`src/rtl/keypad_scanner_pkg.sv`:
```
// Shared definitions for the 4x3 keypad scanner: FSM encoding, geometry and
// board clock used to size the default debounce window.
package keypad_scanner_pkg;

   localparam int ROWS       = 4;
   localparam int COLS       = 3;
   localparam int KEY_CODE_W = 4;
   localparam int CLK_HZ     = 50_000_000;

   typedef enum logic [1:0] {
      SCAN     = 2'd0,
      DEBOUNCE = 2'd1,
      HELD     = 2'd2
   } state_t;

endpackage

```
`src/rtl/keypad_scanner_if.sv`:
```
// Keypad pin bundle plus the decoded key outputs handed to the game logic.
interface keypad_scanner_if
   import keypad_scanner_pkg::*;
#(
   parameter int ROWS = keypad_scanner_pkg::ROWS,
   parameter int COLS = keypad_scanner_pkg::COLS
);

   logic [ROWS-1:0]       row;
   logic [COLS-1:0]       column;
   logic [KEY_CODE_W-1:0] key_code;
   logic                  key_valid;
   logic                  key_held;

   modport master (
      output row,
      input  column,
      output key_code,
      output key_valid,
      output key_held
   );

   modport slave (
      input  row,
      output column,
      input  key_code,
      input  key_valid,
      input  key_held
   );

endinterface

```
`src/rtl/keypad_scanner_col_sync.sv`:
```
// Two-flop synchroniser for the asynchronous column pins; resets to the
// released (all ones) level so no phantom press is seen after reset.
module keypad_scanner_col_sync #(
   parameter int W = 3
) (
   input  logic         clk,
   input  logic         reset,
   input  logic [W-1:0] d,
   output logic [W-1:0] q
);

   logic [W-1:0] col_p0;
   logic [W-1:0] col_p1;

   always_ff @(posedge clk) begin
      if (reset) begin
         col_p0 <= '1;
         col_p1 <= '1;
      end else begin
         col_p0 <= d;
         col_p1 <= col_p0;
      end
   end

   assign q = col_p1;

endmodule

```
`src/rtl/keypad_scanner.sv`:
```
// Row-walking keypad scanner: drives one active-low row at a time, debounces
// press and release on that row, and reports each accepted key once.
module keypad_scanner
   import keypad_scanner_pkg::*;
#(
   parameter int ROWS           = keypad_scanner_pkg::ROWS,
   parameter int COLS           = keypad_scanner_pkg::COLS,
   parameter int SETTLE_CYCLES  = 4,
   parameter int DEBOUNCE_COUNT = CLK_HZ / 1000
) (
   input logic              clk,
   input logic              reset,
   keypad_scanner_if.master bus
);

   localparam int ROW_W = (ROWS > 1) ? $clog2(ROWS) : 1;
   localparam int COL_W = (COLS > 1) ? $clog2(COLS) : 1;
   localparam int SET_W = $clog2(SETTLE_CYCLES);
   localparam int CNT_W = (DEBOUNCE_COUNT > 1) ? $clog2(DEBOUNCE_COUNT) : 1;

   localparam logic [ROW_W-1:0] ROW_LAST = ROW_W'(ROWS - 1);
   localparam logic [SET_W-1:0] SET_LAST = SET_W'(SETTLE_CYCLES - 1);
   localparam logic [CNT_W-1:0] CNT_LAST = CNT_W'(DEBOUNCE_COUNT - 1);

   if (ROWS * COLS > 16 || SETTLE_CYCLES < 3 || DEBOUNCE_COUNT < 2) begin : g_bad_params
      $error("keypad_scanner: unsupported ROWS/COLS/SETTLE_CYCLES/DEBOUNCE_COUNT");
   end

   function automatic logic [ROW_W-1:0] next_row(logic [ROW_W-1:0] r);
      return (r == ROW_LAST) ? '0 : r + 1'b1;
   endfunction

   // Scan from the top so the last hit wins: that is the lowest low column.
   function automatic logic [COL_W-1:0] lowest_low(logic [COLS-1:0] c);
      logic [COL_W-1:0] idx;
      idx = '0;
      for (int i = COLS - 1; i >= 0; i--) begin
         if (!c[i]) idx = COL_W'(i);
      end
      return idx;
   endfunction

   function automatic logic [KEY_CODE_W-1:0] key_of(logic [ROW_W-1:0] r, logic [COL_W-1:0] c);
      return KEY_CODE_W'(r) * KEY_CODE_W'(COLS) + KEY_CODE_W'(c);
   endfunction

   logic [COLS-1:0] col_s;

   keypad_scanner_col_sync #(.W(COLS)) u_col_sync (
      .clk   (clk),
      .reset (reset),
      .d     (bus.column),
      .q     (col_s)
   );

   state_t                state_q,   state_n;
   logic [ROW_W-1:0]      row_idx_q, row_idx_n;
   logic [COL_W-1:0]      col_idx_q, col_idx_n;
   logic [SET_W-1:0]      settle_q,  settle_n;
   logic [CNT_W-1:0]      stable_q,  stable_n;
   logic [CNT_W-1:0]      rel_q,     rel_n;
   logic [KEY_CODE_W-1:0] code_q,    code_n;
   logic                  valid_q,   valid_n;
   logic                  held_q,    held_n;
   logic                  run_q;
   logic                  col_bit;

   assign col_bit = col_s[col_idx_q];

   // run_q keeps the rows released for the cycle reset is still asserted
   always_ff @(posedge clk) begin
      if (reset) begin
         state_q   <= SCAN;
         row_idx_q <= '0;
         col_idx_q <= '0;
         settle_q  <= '0;
         stable_q  <= '0;
         rel_q     <= '0;
         code_q    <= '0;
         valid_q   <= 1'b0;
         held_q    <= 1'b0;
         run_q     <= 1'b0;
      end else begin
         state_q   <= state_n;
         row_idx_q <= row_idx_n;
         col_idx_q <= col_idx_n;
         settle_q  <= settle_n;
         stable_q  <= stable_n;
         rel_q     <= rel_n;
         code_q    <= code_n;
         valid_q   <= valid_n;
         held_q    <= held_n;
         run_q     <= 1'b1;
      end
   end

   always_comb begin
      state_n   = state_q;
      row_idx_n = row_idx_q;
      col_idx_n = col_idx_q;
      settle_n  = settle_q;
      stable_n  = stable_q;
      rel_n     = rel_q;
      code_n    = code_q;
      valid_n   = 1'b0;
      held_n    = held_q;
      if (run_q) begin
         case (state_q)
            SCAN: begin
               if (settle_q != SET_LAST) begin
                  settle_n = settle_q + 1'b1;
               end else begin
                  settle_n = '0;
                  if (&col_s) begin
                     row_idx_n = next_row(row_idx_q);
                  end else begin
                     col_idx_n = lowest_low(col_s);
                     stable_n  = '0;
                     state_n   = DEBOUNCE;
                  end
               end
            end
            DEBOUNCE: begin
               if (col_bit) begin
                  settle_n = '0;
                  state_n  = SCAN;
               end else if (stable_q == CNT_LAST) begin
                  code_n  = key_of(row_idx_q, col_idx_q);
                  valid_n = 1'b1;
                  held_n  = 1'b1;
                  rel_n   = '0;
                  state_n = HELD;
               end else begin
                  stable_n = stable_q + 1'b1;
               end
            end
            HELD: begin
               if (!col_bit) begin
                  rel_n = '0;
               end else if (rel_q == CNT_LAST) begin
                  held_n    = 1'b0;
                  row_idx_n = next_row(row_idx_q);
                  settle_n  = '0;
                  state_n   = SCAN;
               end else begin
                  rel_n = rel_q + 1'b1;
               end
            end
            default: state_n = SCAN;
         endcase
      end
   end

   assign bus.row       = run_q ? ~(ROWS'(1) << row_idx_q) : '1;
   assign bus.key_code  = code_q;
   assign bus.key_valid = valid_q;
   assign bus.key_held  = held_q;

endmodule

```
`src/flat_wrapper.sv`:
```
// flat-port wrapper written by rule: the top's interface ports become plain ports
module keypad_scanner_flat import keypad_scanner_pkg::*;
#(
   parameter int ROWS           = keypad_scanner_pkg::ROWS,
   parameter int COLS           = keypad_scanner_pkg::COLS,
   parameter int SETTLE_CYCLES  = 4,
   parameter int DEBOUNCE_COUNT = CLK_HZ / 1000
)
  (clk, reset, bus_row, bus_column, bus_key_code, bus_key_valid, bus_key_held);
  keypad_scanner_if #(.ROWS(ROWS), .COLS(COLS)) bus_i ();
  input logic clk;
  input logic reset;
  output wire logic [$bits(bus_i.row)-1:0] bus_row;
  input wire logic [$bits(bus_i.column)-1:0] bus_column;
  output wire logic [$bits(bus_i.key_code)-1:0] bus_key_code;
  output wire logic [$bits(bus_i.key_valid)-1:0] bus_key_valid;
  output wire logic [$bits(bus_i.key_held)-1:0] bus_key_held;
  assign bus_row = bus_i.row;
  assign bus_i.column = bus_column;
  assign bus_key_code = bus_i.key_code;
  assign bus_key_valid = bus_i.key_valid;
  assign bus_key_held = bus_i.key_held;
  keypad_scanner #(.ROWS(ROWS), .COLS(COLS), .SETTLE_CYCLES(SETTLE_CYCLES), .DEBOUNCE_COUNT(DEBOUNCE_COUNT)) u_core (.clk(clk), .reset(reset), .bus(bus_i));
endmodule
```
`config.mk`:
```
export PLATFORM = sky130hd
export DESIGN_NAME = keypad_scanner_flat
export DESIGN_NICKNAME = d
export VERILOG_FILES = /design/src/rtl/keypad_scanner_pkg.sv /design/src/rtl/keypad_scanner_if.sv /design/src/rtl/keypad_scanner_col_sync.sv /design/src/rtl/keypad_scanner.sv /design/src/flat_wrapper.sv
export SDC_FILE = /design/constraint.sdc
export NUM_CORES = 1
export LEC_CHECK = 0
export CORE_ASPECT_RATIO = 0.7
export CORE_MARGIN = 10
export CORE_UTILIZATION = 30
export CTS_CLUSTER_DIAMETER = 40
export DETAILED_ROUTE_END_ITERATION = 10
export RECOVER_POWER = 25
export SLEW_MARGIN = 20
export SYNTH_ARGS = -nofsm -noshare
export SYNTH_HDL_FRONTEND = slang
export SYNTH_SLANG_ARGS = --single-unit
```
`constraint.sdc`:
```
create_clock -name clk -period 2.2 [get_ports clk]
set_clock_uncertainty 0.1 [all_clocks]
set_input_delay 0.55 -clock clk [delete_from_list [all_inputs] [get_ports clk]]
set_output_delay 0.55 -clock clk [all_outputs]
set_load 0.05 [all_outputs]
```
## After elaboration in Yosys (flattened, before gate mapping)

Index checks and enable logic that the tools add are counted.

- Output and inout bits: 10
- Logic and storage cells: 97
- Flip-flop bits (word level): 53
- Input port bits: 5

- Bitwise operators: 6
- Magnitude comparators: 1
- Multiplexer cells: 39
- Shift operators: 1
- Reductions and logical operators: 15
- $add $sub $neg: 5
- Multipliers: 1
- Equal/unequal tests: 17

Operators by type and width:

| operator | number |
|---|---|
| $mux W16 | 8 |
| $pmux W16 S2 | 2 |
| $add A16 B1 Y16 const B | 2 |
| $eq A16 B16 Y1 const B | 2 |
| $mux W2 | 16 |
| $reduce_and A6 Y1 | 4 |
| $pmux W2 S3 | 2 |
| $ne A2 B1 Y1 const B | 5 |
| $ne A2 B2 Y1 const B | 5 |
| $reduce_and A5 Y1 | 2 |
| $reduce_and A4 Y1 | 2 |
| $mux W1 | 7 |
| $reduce_bool A2 Y1 | 3 |
| $not A1 Y1 | 5 |
| $add A2 B1 Y2 const B | 2 |
| $add A4 B2 Y4 | 1 |
| $eq A2 B2 Y1 const B | 2 |
| $mul A2 B2 Y4 const B | 1 |
| $mux W4 | 1 |
| $not A4 Y4 | 1 |
| $pmux W2 S2 | 1 |
| $reduce_or A4 Y1 | 1 |
| $shl A1 B2 Y4 const A | 1 |
| $lt A2 B3 Y1 const B | 1 |
| other kinds (8) | 8 |

## Depth between registers and ports, before layout

Gate-level depths: netlist of the first run.

- Depth in word-level cells: 5
- Gate-level depth with buffers: 10
- Gate-level depth less buffers: 8

## Modules after synthesis

From an unflattened synthesis of the first run, not the netlist that was laid out.

- Cell total of the unflattened synthesis: 340
- Area total of the unflattened synthesis: 2835.2 um^2

By module, submodules not included:

| module | sequential area each (um^2) | cells each | instances | area an instance (um^2) |
|---|---|---|---|---|
| keypad_scanner | 940.9 | 328 | 1 | 2677.6 |
| keypad_scanner_col_sync | 120.1 | 12 | 1 | 157.7 |

## Least setup slack after synthesis of the first run

No wires, ideal clock.

- Path type: reg-to-reg
- From: register u_core.state_q[0]
- To: register u_core.stable_q[8]
- Period minus slack after synthesis: 2.139 ns
- Data arrival time: 1.964 ns
- Slack: 0.061 ns
- Data required time: 2.026 ns
- Cell stages (with the launch flop): 10
- Path through: dfxtp_1 > inv_1 > ha_1 > clkbuf_1 > nor2b_1 > a31oi_1 > buf_2 > or3_1 > or4_1 > a31oi_1

- Word-level cells in the longest chain between the ends: 3
- Elaborated cells between the ends (all ways): 9

RTL lines:

| what | line | source |
|---|---|---|
| start: declaration | keypad_scanner.sv:56 | `state_t state_q, state_n;` |
| start signal: assignment | keypad_scanner.sv:84 | `state_q <= state_n;` |
| $eq A2 B1 Y1 / $logic_not A2 Y1 (equally long branches) | keypad_scanner.sv:108 | `case (state_q)` |
| $ne A2 B2 Y1 (no line) / $reduce_bool A2 Y1 (equally long branches) | n/a |  |
| $reduce_and A6 Y1 (no line) | n/a |  |
| end signal: assignment | keypad_scanner.sv:88 | `stable_q <= stable_n;` |
| end: declaration | keypad_scanner.sv:60 | `logic [CNT_W-1:0] stable_q, stable_n;` |

Several ways; a longest one is shown, not always the timed one.
A chain may end at the register's enable or synchronous reset.

## Final worst setup path of the first run

- From: register u_core.state_q[0]
- To: register u_core.stable_q[12]

Same word-level chain as after synthesis.

==> results.md, run 1 <==
* Clock transition at path regs at 0.07 ns
* ANT nets after route at 0
* Post-Syn Instances at 363
* Final hold vios at 0
* DRC viols at 0
* Max clock buf depth at 2
* Syn Nets at 383
* Worst hold path type: flip-flop to flip-flop
* Worst Tran Pin Value at 0.5944 ns
* Row count at 31
* P per Cell Area at 497.5 nW/µm²
* Antenna violations before repair at 0
* Top-level I/O count at 15
* Count of final max-slew check failures at 0
* Final worst slack at 0.08874 ns
* Hpwl dp at 6.403 mm
* Outcome: completed
* Final Critical Period at 2.111 ns
* Ys async rst share at 0%
* Fmax at 473.7 MHz
* Worst vdd ir at around 0.00027 V
* MaxCap Viol Count at 0
* Worst slew margin at 60.54%
* Via density at 5.592
* Vias in the first global route at 2764
* TritonCTS clock tree: done
* Vias at 3003
* CTS Buf Count at 5
* GPL Wtd Cong at 0.9154
* Total routed wirelength at 8.520 mm
* CP startpoint kind: flip-flop
* Gr ovfl total at 0
* Design Area, Final at 3831 µm²
* Crit path DAT at 2.24 ns
* Ys flop type: dfxtp_1
* Critical Path Slowest Stage Cell: or4_1
* RSZ-0062 raised after global routing: true
* DIE AREA at about 15000 µm²
* Placement Cell Area at between 3000 and 4000 µm²
* CTS H-Tree Depth at 2
* Clk sinks at 53
* Non-Filler Instances at 537
* Largest net degree at the start of global routing at 26
* CP top delay family: simple AND/OR/NAND/NOR gates
* Yosys cell types at 63
* Netlist Area Pre-Place at just over 3000 µm²
* Synth Area per Inst at 8.572 µm²
* Initial core utilization at 30.39%
* CP Cell Sequence: inv_1 > ha_1 > clkbuf_1 > nor2b_1 > or3_1 > or4_1 > a31oi_1
* Worst Path Required at 2.32 ns
* Avg WL per Cell at 15.87 µm
* Worst-Skew Late Latency at 0.30 ns
* N_diodes at 0
* Layout area overhead at 23.12%
* Total Routing Usage GR at 11.41%
* 1st-pass router iterations at 5
* CP Class: flip-flop to flip-flop
* CTS root buf: clkbuf_16
* Final-layout fill cell count at 1053
* Proportion of layout cells with a drive suffix above 1 at 20.00%
* Place WS at slightly below 0.05 ns
* Leak at approximately 1.3 nW
* Iter 0 DRT Violations at 300
* Post-synth EDFFs at 0
* CP endpoint kind: flip-flop
* Core Area at 10240 µm²
* Period utilization at 95.97%
* Post-layout util at around 37%
* Number of buffers added on ports at 14
* Final setup vio count at 0
* Die width at 141.7 µm
* First-pass GRT wire length at 14.42 mm
* Placed cell count at 528
* Max Fanout on Critical Path at 8
* Tot Pwr at 0.001906 W
* FF+latch count, synth at 53
* Syn. warnings at 0
* Net count, final at 424
* Post-synthesis sequential area ratio at 34.10%
* Die Ht at between 100 and 150 µm
* Critical Path Max Stage Delay at 0.40 ns
* WP buf/inv at 2
state kept, by name, summed over array words and instances (netlist names):
register,count
u_core.bus.key_code,4
u_core.bus.key_held,1
u_core.bus.key_valid,1
u_core.col_idx_q,2
u_core.rel_q,16
u_core.row_idx_q,2
u_core.run_q,1
u_core.settle_q,2
u_core.stable_q,16
u_core.state_q,2
u_core.u_col_sync.col_p0,3
u_core.u_col_sync.q,3
layer usage:
layer / wire length [µm] / track usage [%] / up-vias
met2: 3274 / 14.43 / 107
met3: 626 / 2.152 / 6
met4: 68 / 2.766 / 0
li1: - / - / 1457
met1: 4551 / 18.52 / 1433
met5: 0 / 0 / -
synthesized netlist by cell type (3+ instances only):
cell      instances  area share (%)
o31ai_1           8             1.9
or2_2             7             1.4
buf_2             7             1.1
nand4_1           9             1.8
o32ai_1           3            0.84
nand2_1          35             4.2
inv_1            19             2.3
a21oi_1          25             4.0
nor3_1            5            0.80
mux2i_1           6             1.9
and3_1            9             1.8
dfxtp_1          53              34
or4_1             5             1.2
nand3_1          21             3.4
and4_1            4             1.1
o21ai_0           7             1.1
a311oi_1         13             3.7
clkbuf_1         10             1.2
ha_1             13             5.2
o21ai_1           4            0.64
nor2_1           14             1.7
a41oi_1           3            0.84
a211oi_1          3            0.72
nand3b_1          6             1.4
nand2b_1          8             1.6
nor4_1            3            0.60
a31oi_1          10             2.0
report_power, final:
group / leakage [nW] / total (W) / switching (W) / internal [W]
sequential: 0.430 / 0.000980 / 0.00000968 / 0.000970
combinational: 0.790 / 0.000103 / 0.0000620 / 0.0000408
clock: 0.0744 / 0.000824 / 0.000392 / 0.000431
total: 1.29 / 0.00191 / 0.000464 / 0.00144
worst reg2reg max path: cells and delay by family (launching register included):
family	cells	cell delay (ns)
buf+inv	2	0.30
simple gates	3	0.89
fa+ha+maj	1	0.22
flops	1	0.37
compound gates	1	0.17
path summary, 6_finish.rpt:
check                                end                        start  slack, ns  cells past startpoint
setup / recovery     u_core.stable_q[12]            u_core.state_q[0]       0.09                      7
hold / removal    u_core.u_col_sync.q[1]  u_core.u_col_sync.col_p0[1]       0.31                      1
setup reg to reg     u_core.stable_q[12]            u_core.state_q[0]       0.09                      7
hold reg to reg   u_core.u_col_sync.q[1]  u_core.u_col_sync.col_p0[1]       0.31                      1
cell families (layout without fill, tap and decap cells):
kind of cell	Yosys count	count (layout)	synth area share, %
AND/OR/NAND/NOR	151	151	29.35
AO/OA/AOI/OAI	99	99	22.32
flip-flops	53	53	34.10
buffers and inverters	38	80	5.348
adder cells (fa/ha/maj)	15	15	6.514
multiplexers	7	7	2.372
cell usage in the layout (no fill, tap or decap), types with 4 or more instances in the layout:
cell type / count
dfxtp_1: 51
buf_4: 36
nand2_1: 35
a21oi_1: 25
nand3_1: 21
inv_1: 19
nor2_1: 14
a311oi_1: 13
ha_1: 11
a31oi_1: 10
nand4_1: 9
nand2b_1: 8
o31ai_1: 8
and3_1: 7
or2_2: 7
o21ai_0: 7
nand3b_1: 6
mux2i_1: 6
nor3_1: 5
or4_1: 5
clkbuf_16: 5
clkdlybuf4s50_1: 5
buf_12: 5
and4_1: 4
o21ai_1: 4
final cells by class:
cell class	count	area, µm²	area share [%]
Clock inverter	3	26.28	0.6858
Inverter	19	71.32	1.862
Sequential cell	53	1064	27.76
Timing Repair Buffer	53	466.7	12.18
Multi-Input combinational cell	272	1913	49.93
Clock buffer	5	125.1	3.266
Tap cell	132	165.2	4.311
through the flow:
stage	setup TNS, ns	hold WS [ns]
after global routing	-0.002335	0.3375
after floorplan	0	0.2895
after CTS	0	0.3107
final	0	0.3106
after detailed placement	0	0.2940
after global placement	0	0.2958
repair_timing:
item	in CTS	in global routing
hold buffers	0	0
endpoints found under the setup margin	0	19
hold endpoints to repair	0	0
gates resized for setup	0	8
buffers inserted	0	1
(Power assumes the default switching activity.)
==> run 2, diff against run 1 <==
CTS_BUF_LIST = sky130_fd_sc_hd__clkbuf_2   (was not set)
==> run 2 against run 1 <==
Net effect:
- global-route usage stayed put
- sequential share of layout area is 0.69 points higher
- register-to-register slack worse by 0.02 ns
- critical path depth is 1 lower
==> results.md, run 2 (synthesis gave the netlist of run 1 again) <==
* Final setup vio count at 0 (unchanged)
* CP endpoint kind: flip-flop (unchanged)
* CP startpoint kind: flip-flop (unchanged)
* Net count, final at 425 (was 424)
* Outcome: completed (unchanged)
* CTS root buf: clkbuf_2 (was clkbuf_16)
* Comb power frac at 6.7% (was 5.4%)
* Post-cts hold buffer count at 0 (unchanged)
* CTS Buf Count at 5 (unchanged)
* Critical Path Max Stage Delay at 0.54 ns (was 0.40 ns)
* Max Fanout on Critical Path at 7 (was 8)
* Initial core utilization at 30.39% (unchanged)
* Max clock buf depth at 2 (unchanged)
* Non-Filler Instances at 539 (was 537)
* Worst hold path type: flip-flop to flip-flop (unchanged)
* Proportion of layout cells with a drive suffix above 1 at 21.67% (was 20.00%)
* Most common cell after layout, fill and taps aside: dfxtp_1 (unchanged)
* CTS H-Tree Depth at 2 (unchanged)
* Crit path DAT at 2.46 ns (was 2.24 ns)
* Antenna violations before repair at 0 (unchanged)
* P per Cell Area at 408.7 nW/µm² (was 497.5 nW/µm²)
* Period utilization at 96.95% (was 95.97%)
* DIE AREA at 14910 µm² (unchanged)
* Die width at 141.7 µm (unchanged)
* Worst vdd ir at 0.0001804 V (was 0.0002705 V)
* Total routed wirelength at 8.574 mm (was 8.520 mm)
* 1st-pass router iterations at 5 (unchanged)
* Placed cell count at 528 (unchanged)
* CP Cell Sequence: ha_1 > and3_2 > and4_4 > or4_4 > mux2i_1 > o21ai_1 (was inv_1 > ha_1 > clkbuf_1 > nor2b_1 > or3_1 > or4_1 > a31oi_1)
* WP buf/inv at 0 (was 2)
* Worst Path Required at 2.53 ns (was 2.32 ns)
* RSZ-0062 raised after global routing: false (was true)
* Worst-Skew Late Latency at 0.49 ns (was 0.30 ns)
* DRC viols at 0 (unchanged)
* Clock network power share at 29.0% (was 43.2%)
* Die Ht at 105.2 µm (unchanged)
* Final setup TNS at 0 ns (unchanged)
* Worst Tran Pin Value at 0.6228 ns (was 0.5944 ns)
* First-pass GRT wire length at 14.37 mm (was 14.42 mm)
* Row count at 31 (unchanged)
* Post-layout util at 36.68% (was 37.41%)
* Iter 0 DRT Violations at 335 (was 300)
* Sequential power share at 64.2% (was 51.4%)
* CP top delay family: simple AND/OR/NAND/NOR gates (unchanged)
* Final hold vios at 0 (unchanged)
* Final Critical Period at 2.133 ns (was 2.111 ns)
* ANT nets after route at 0 (unchanged)
* Core Area at 10240 µm² (unchanged)
* Clk sinks at 53 (unchanged)
* Critical Path Slowest Stage Cell: or4_4 (was or4_1)
* MaxCap Viol Count at 0 (unchanged)
* TritonCTS clock tree: done (unchanged)
* Worst slew margin at 58.48% (was 60.54%)
* Total Routing Usage GR at 11.41% (unchanged)
* Final worst slack at 0.06704 ns (was 0.08874 ns)
* GPL Wtd Cong at 0.9154 (unchanged)
* Hold_ws at 0.3481 ns (was 0.3106 ns)
* Leak at 1.297 nW (was 1.294 nW)
* Net Sw Power at 0.0004287 W (was 0.0004640 W)
* Gr ovfl total at 0 (unchanged)
* Pint at 0.001107 W (was 0.001442 W)
* Hpwl dp at 6.403 mm (unchanged)
* Top-level I/O count at 15 (unchanged)
* CP Class: flip-flop to flip-flop (unchanged)
* Via density at 5.627 (was 5.592)
* Count of final max-slew check failures at 0 (unchanged)
* Vias at 3033 (was 3003)
* Highest-count cells in the layout ignoring fill and taps: 47 x dfxtp_1, 39 x buf_4, 35 x nand2_1 (was 51 x dfxtp_1, 36 x buf_4, 35 x nand2_1)
* Layout area overhead at 20.71% (was 23.12%)
* Largest net degree at the start of global routing at 26 (unchanged)
* Clock transition at path regs at 0.32 ns (was 0.07 ns)
* Switching share of total power at 27.92% (was 24.35%)
* Avg WL per Cell at 15.91 µm (was 15.87 µm)
* Fmax at 468.8 MHz (was 473.7 MHz)
* Vias in the first global route at 2749 (was 2764)
* Number of buffers added on ports at 14 (unchanged)
* Place WS at 0.04897 ns (unchanged)
-- run 2: cell count changes in the layout (fill, tap and decap cells not counted), moves of 2 or more --
cell and change:
clkbuf_2 +6, clkbuf_16 -5, clkdlybuf4s50_1 -5, dlygate4sd2_1 +5, dfxtp_1 -4, dfxtp_2 +4, buf_4 +3, clkbuf_1 -2
-- run 2: timing repair --
action	in CTS	in global routing
setup endpoints to repair	7	18
buffers inserted	0	2
resized for setup	7	11
pin swaps	0	2
-- run 2: path summary, 6_finish.rpt --
path	endpoint	start	cells after the start	slack, ns
min	u_core.u_col_sync.q[1]	u_core.u_col_sync.col_p0[1]	1	0.35
max reg2reg	u_core.stable_q[7]	u_core.stable_q[0]	6	0.07
min reg2reg	u_core.u_col_sync.q[1]	u_core.u_col_sync.col_p0[1]	1	0.35
max	u_core.stable_q[7]	u_core.stable_q[0]	6	0.07
-- run 2: power groups by stage --
stage	sequential, W	combinational [W]	clock, W
3_5_place_dp	0.00100	0.000103	0
5_1_grt	0.000989	0.000113	0.000508
4_1_cts	0.000986	0.000104	0.000467
2_1_floorplan	0.00100	0.0000602	0
6_report	0.000986	0.000104	0.000446
3_3_place_gp	0.00100	0.000101	0
-- run 2: stage by stage --
| stage | power [W] | instance area, µm² |
|---|---|---|
| 2_1_floorplan | 0.001060 | 3112 |
| 3_3_place_gp | 0.001103 | 3652 |
| 3_5_place_dp | 0.001105 | 3652 |
| 4_1_cts | 0.001557 | 3707 |
| 5_1_grt | 0.001610 | 3754 |
| 6_report | 0.001535 | 3756 |
-- run 2: layout make-up --
class,instances,area (µm²)
diodes,1,2.502
clock buffers,5,25.02
clock inverters,3,26.28
fillers,1069,6484
inverters,19,71.32
multi-input cells,272,1922
flip-flops and latches,53,1069
well taps,132,165.2
repair buffers,54,475.5
-- run 2: layer usage --
metal  up-vias  wire, µm  GRT usage (%)  part of all wire, %
met1      1437      4577          18.55                   53
met3         4       662          2.332                  7.7
met5         -         0              0                    0
met2       125      3282          14.23                   38
li1       1467         -              -                    -
met4         0        51          2.838                 0.59
==> run 3, diff against run 2 <==
CTS_CLUSTER_SIZE = 24   (was not set)
DONT_BUFFER_PORTS = 1   (was not set)
==> run 3 against run 2 <==
Net effect:
- utilization is 1.5 points lower
- sequential share of layout area is 1.4 points higher
- clock-buffer cell count stayed put
- critical path type is now flip-flop to output pin
- via count is 3.8% lower
- combinational power is 19% lower
- hold slack worse by 0.31 ns
- critical path depth is 3 lower
- routed wire length is 0.21% higher
- highest routed layer unchanged
- setup slack better by 0.026 ns
==> results.md, run 3 (synthesis gave the netlist of run 1 again) <==
* Outcome: completed (unchanged)
* ANT nets after route at 0 (unchanged)
* Worst vdd ir at 0.0001942 V (was 0.0001804 V)
* RSZ-0062 raised after global routing: true (was false)
* CP endpoint kind: output pin (was flip-flop)
* Fmax at 474.7 MHz (was 468.8 MHz)
* Net count, final at 408 (was 425)
* Critical Path Slowest Stage Cell: dfxtp_2 (was or4_4)
* Proportion of layout cells with a drive suffix above 1 at 19.79% (was 21.67%)
* Worst slew margin at 61.47% (was 58.48%)
* Die width at 141.7 µm (unchanged)
* Highest-count cells in the layout ignoring fill and taps: 46 x dfxtp_1, 31 x nand2_1, 31 x buf_4 (was 47 x dfxtp_1, 39 x buf_4, 35 x nand2_1)
* Most common cell after layout, fill and taps aside: dfxtp_1 (unchanged)
* Total Routing Usage GR at 11.32% (was 11.41%)
* Via density at 5.599 (was 5.627)
* Vias at 2917 (was 3033)
* Final-layout fill cell count at 1073 (was 1069)
* Critical Path Max Stage Delay at 0.39 ns (was 0.54 ns)
* Sequential cell area at 1075 µm² (was 1069 µm²)
* Post-cts hold buffer count at 5 (was 0)
* Gr ovfl total at 0 (unchanged)
* Placement Cell Area at 3415 µm² (was 3652 µm²)
* Core Area at 10240 µm² (unchanged)
* Row count at 31 (unchanged)
* Max clock buf depth at 2 (unchanged)
* Worst hold path type: input pin to flip-flop (was flip-flop to flip-flop)
* Worst-Skew Late Latency at 0.45 ns (was 0.49 ns)
* Final worst slack at 0.09332 ns (was 0.06704 ns)
* N_diodes at 0 (was 1)
* Initial core utilization at 30.39% (unchanged)
* Period utilization at 95.76% (was 96.95%)
* Final Critical Period at 2.107 ns (was 2.133 ns)
* Multi-input gate area at 1939 µm² (was 1922 µm²)
* Total routed wirelength at 8.592 mm (was 8.574 mm)
* Crit path DAT at 1.46 ns (was 2.46 ns)
* Design Area, Final at 3603 µm² (was 3756 µm²)
* Top-level I/O count at 15 (unchanged)
* Layout area overhead at 15.80% (was 20.71%)
* R2R setup slack at 0.10 ns (was 0.07 ns)
* Avg WL per Cell at 16.49 µm (was 15.91 µm)
* CP top delay family: flip-flops (was simple AND/OR/NAND/NOR gates)
* GPL Wtd Cong at 0.9119 (was 0.9154)
* Worst Path Required at 1.55 ns (was 2.53 ns)
* Final hold vios at 0 (unchanged)
* CP Cell Sequence: buf_4 > ha_1 > nand2_2 (was ha_1 > and3_2 > and4_4 > or4_4 > mux2i_1 > o21ai_1)
* Leak at 1.190 nW (was 1.297 nW)
* Iter 0 DRT Violations at 262 (was 335)
* MaxCap Viol Count at 0 (unchanged)
* CP Class: flip-flop to output pin (was flip-flop to flip-flop)
* CTS H-Tree Depth at 2 (unchanged)
* P per Cell Area at 436.1 nW/µm² (was 408.7 nW/µm²)
* DIE AREA at 14910 µm² (unchanged)
* Antenna violations before repair at 0 (unchanged)
* 1st-pass router iterations at 4 (was 5)
* CTS root buf: clkbuf_2 (unchanged)
* WP buf/inv at 1 (was 0)
* Final setup vio count at 0 (unchanged)
* Die Ht at 105.2 µm (unchanged)
* Hpwl dp at 6.215 mm (was 6.403 mm)
* Max Fanout on Critical Path at 5 (was 7)
* CTS Buf Count at 5 (unchanged)
* Vias in the first global route at 2693 (was 2749)
* Largest net degree at the start of global routing at 50 (was 26)
* Place WS at 0.1188 ns (was 0.04897 ns)
* DRC viols at 0 (unchanged)
* First-pass GRT wire length at 14.18 mm (was 14.37 mm)
* Count of final max-slew check failures at 0 (unchanged)
* Number of buffers added on ports at 0 (was 14)
* TritonCTS clock tree: done (unchanged)
* CP startpoint kind: flip-flop (unchanged)
* Clock transition at path regs at 0.28 ns (was 0.32 ns)
* Final setup TNS at 0 ns (unchanged)
* Worst Tran Pin Value at 0.5772 ns (was 0.6228 ns)
* Clk sinks at 53 (unchanged)
[run 3: through the flow]
stage	hold slack [ns]	cells	power, W	utilization (%)
after global routing	-0.03585	521	0.001639	35.19
after floorplan	0.2895	363	0.001060	-
after CTS	0.0007933	520	0.001593	34.65
after detailed placement	0.2960	507	0.001069	33.35
final	0.03556	521	0.001571	35.19
after global placement	0.2945	507	0.001067	33.35
[run 3: final cells by class]
type,count,area share [%]
Clock inverter,3,1.146
Tap cell,132,4.583
Clock buffer,5,0.6944
Multi-Input combinational cell,272,53.82
Sequential cell,53,29.83
Inverter,19,1.979
Timing Repair Buffer,37,7.951
[run 3: worst reg2reg max path: cells and delay by family, from the launching register on]
family | cells | cell delay (ns)
flops | 1 | 0.42
fa+ha+maj | 1 | 0.25
compound gates | 1 | 0.08
mux | 1 | 0.16
simple gates | 3 | 1.02
[run 3: power by group]
| group | internal [W] | switching, W |
|---|---|---|
| sequential | 0.000973 | 0.00000969 |
| clock | 0.000187 | 0.000318 |
| combinational | 0.0000330 | 0.0000509 |
| total | 0.00119 | 0.000378 |
[run 3: worst paths after layout]
path | startpoint | end | cells after the start
setup / recovery | u_core.row_idx_q[0] | bus_row[3] | 3
setup reg to reg | u_core.stable_q[0] | u_core.stable_q[7] | 6
hold reg to reg | u_core.u_col_sync.col_p0[2] | u_core.u_col_sync.q[2] | 1
hold / removal | reset | u_core.stable_q[0] | 1
[run 3: layer usage]
| metal | wire length [µm] | global-route usage [%] | vias to the layer above |
|---|---|---|---|
| met4 | 137 | 3.566 | 0 |
| met5 | 0 | 0 | - |
| li1 | - | - | 1427 |
| met2 | 3190 | 14.33 | 129 |
| met1 | 4488 | 17.72 | 1353 |
| met3 | 775 | 2.691 | 8 |
[run 3: what timing repair did]
action | in CTS | in global routing
buffers inserted | 0 | 1
endpoints found under the hold margin | 2 | 22
gates cloned | 0 | 0
endpoints found under the setup margin | 3 | 21
gates resized for setup | 5 | 19
pin swaps | 0 | 2
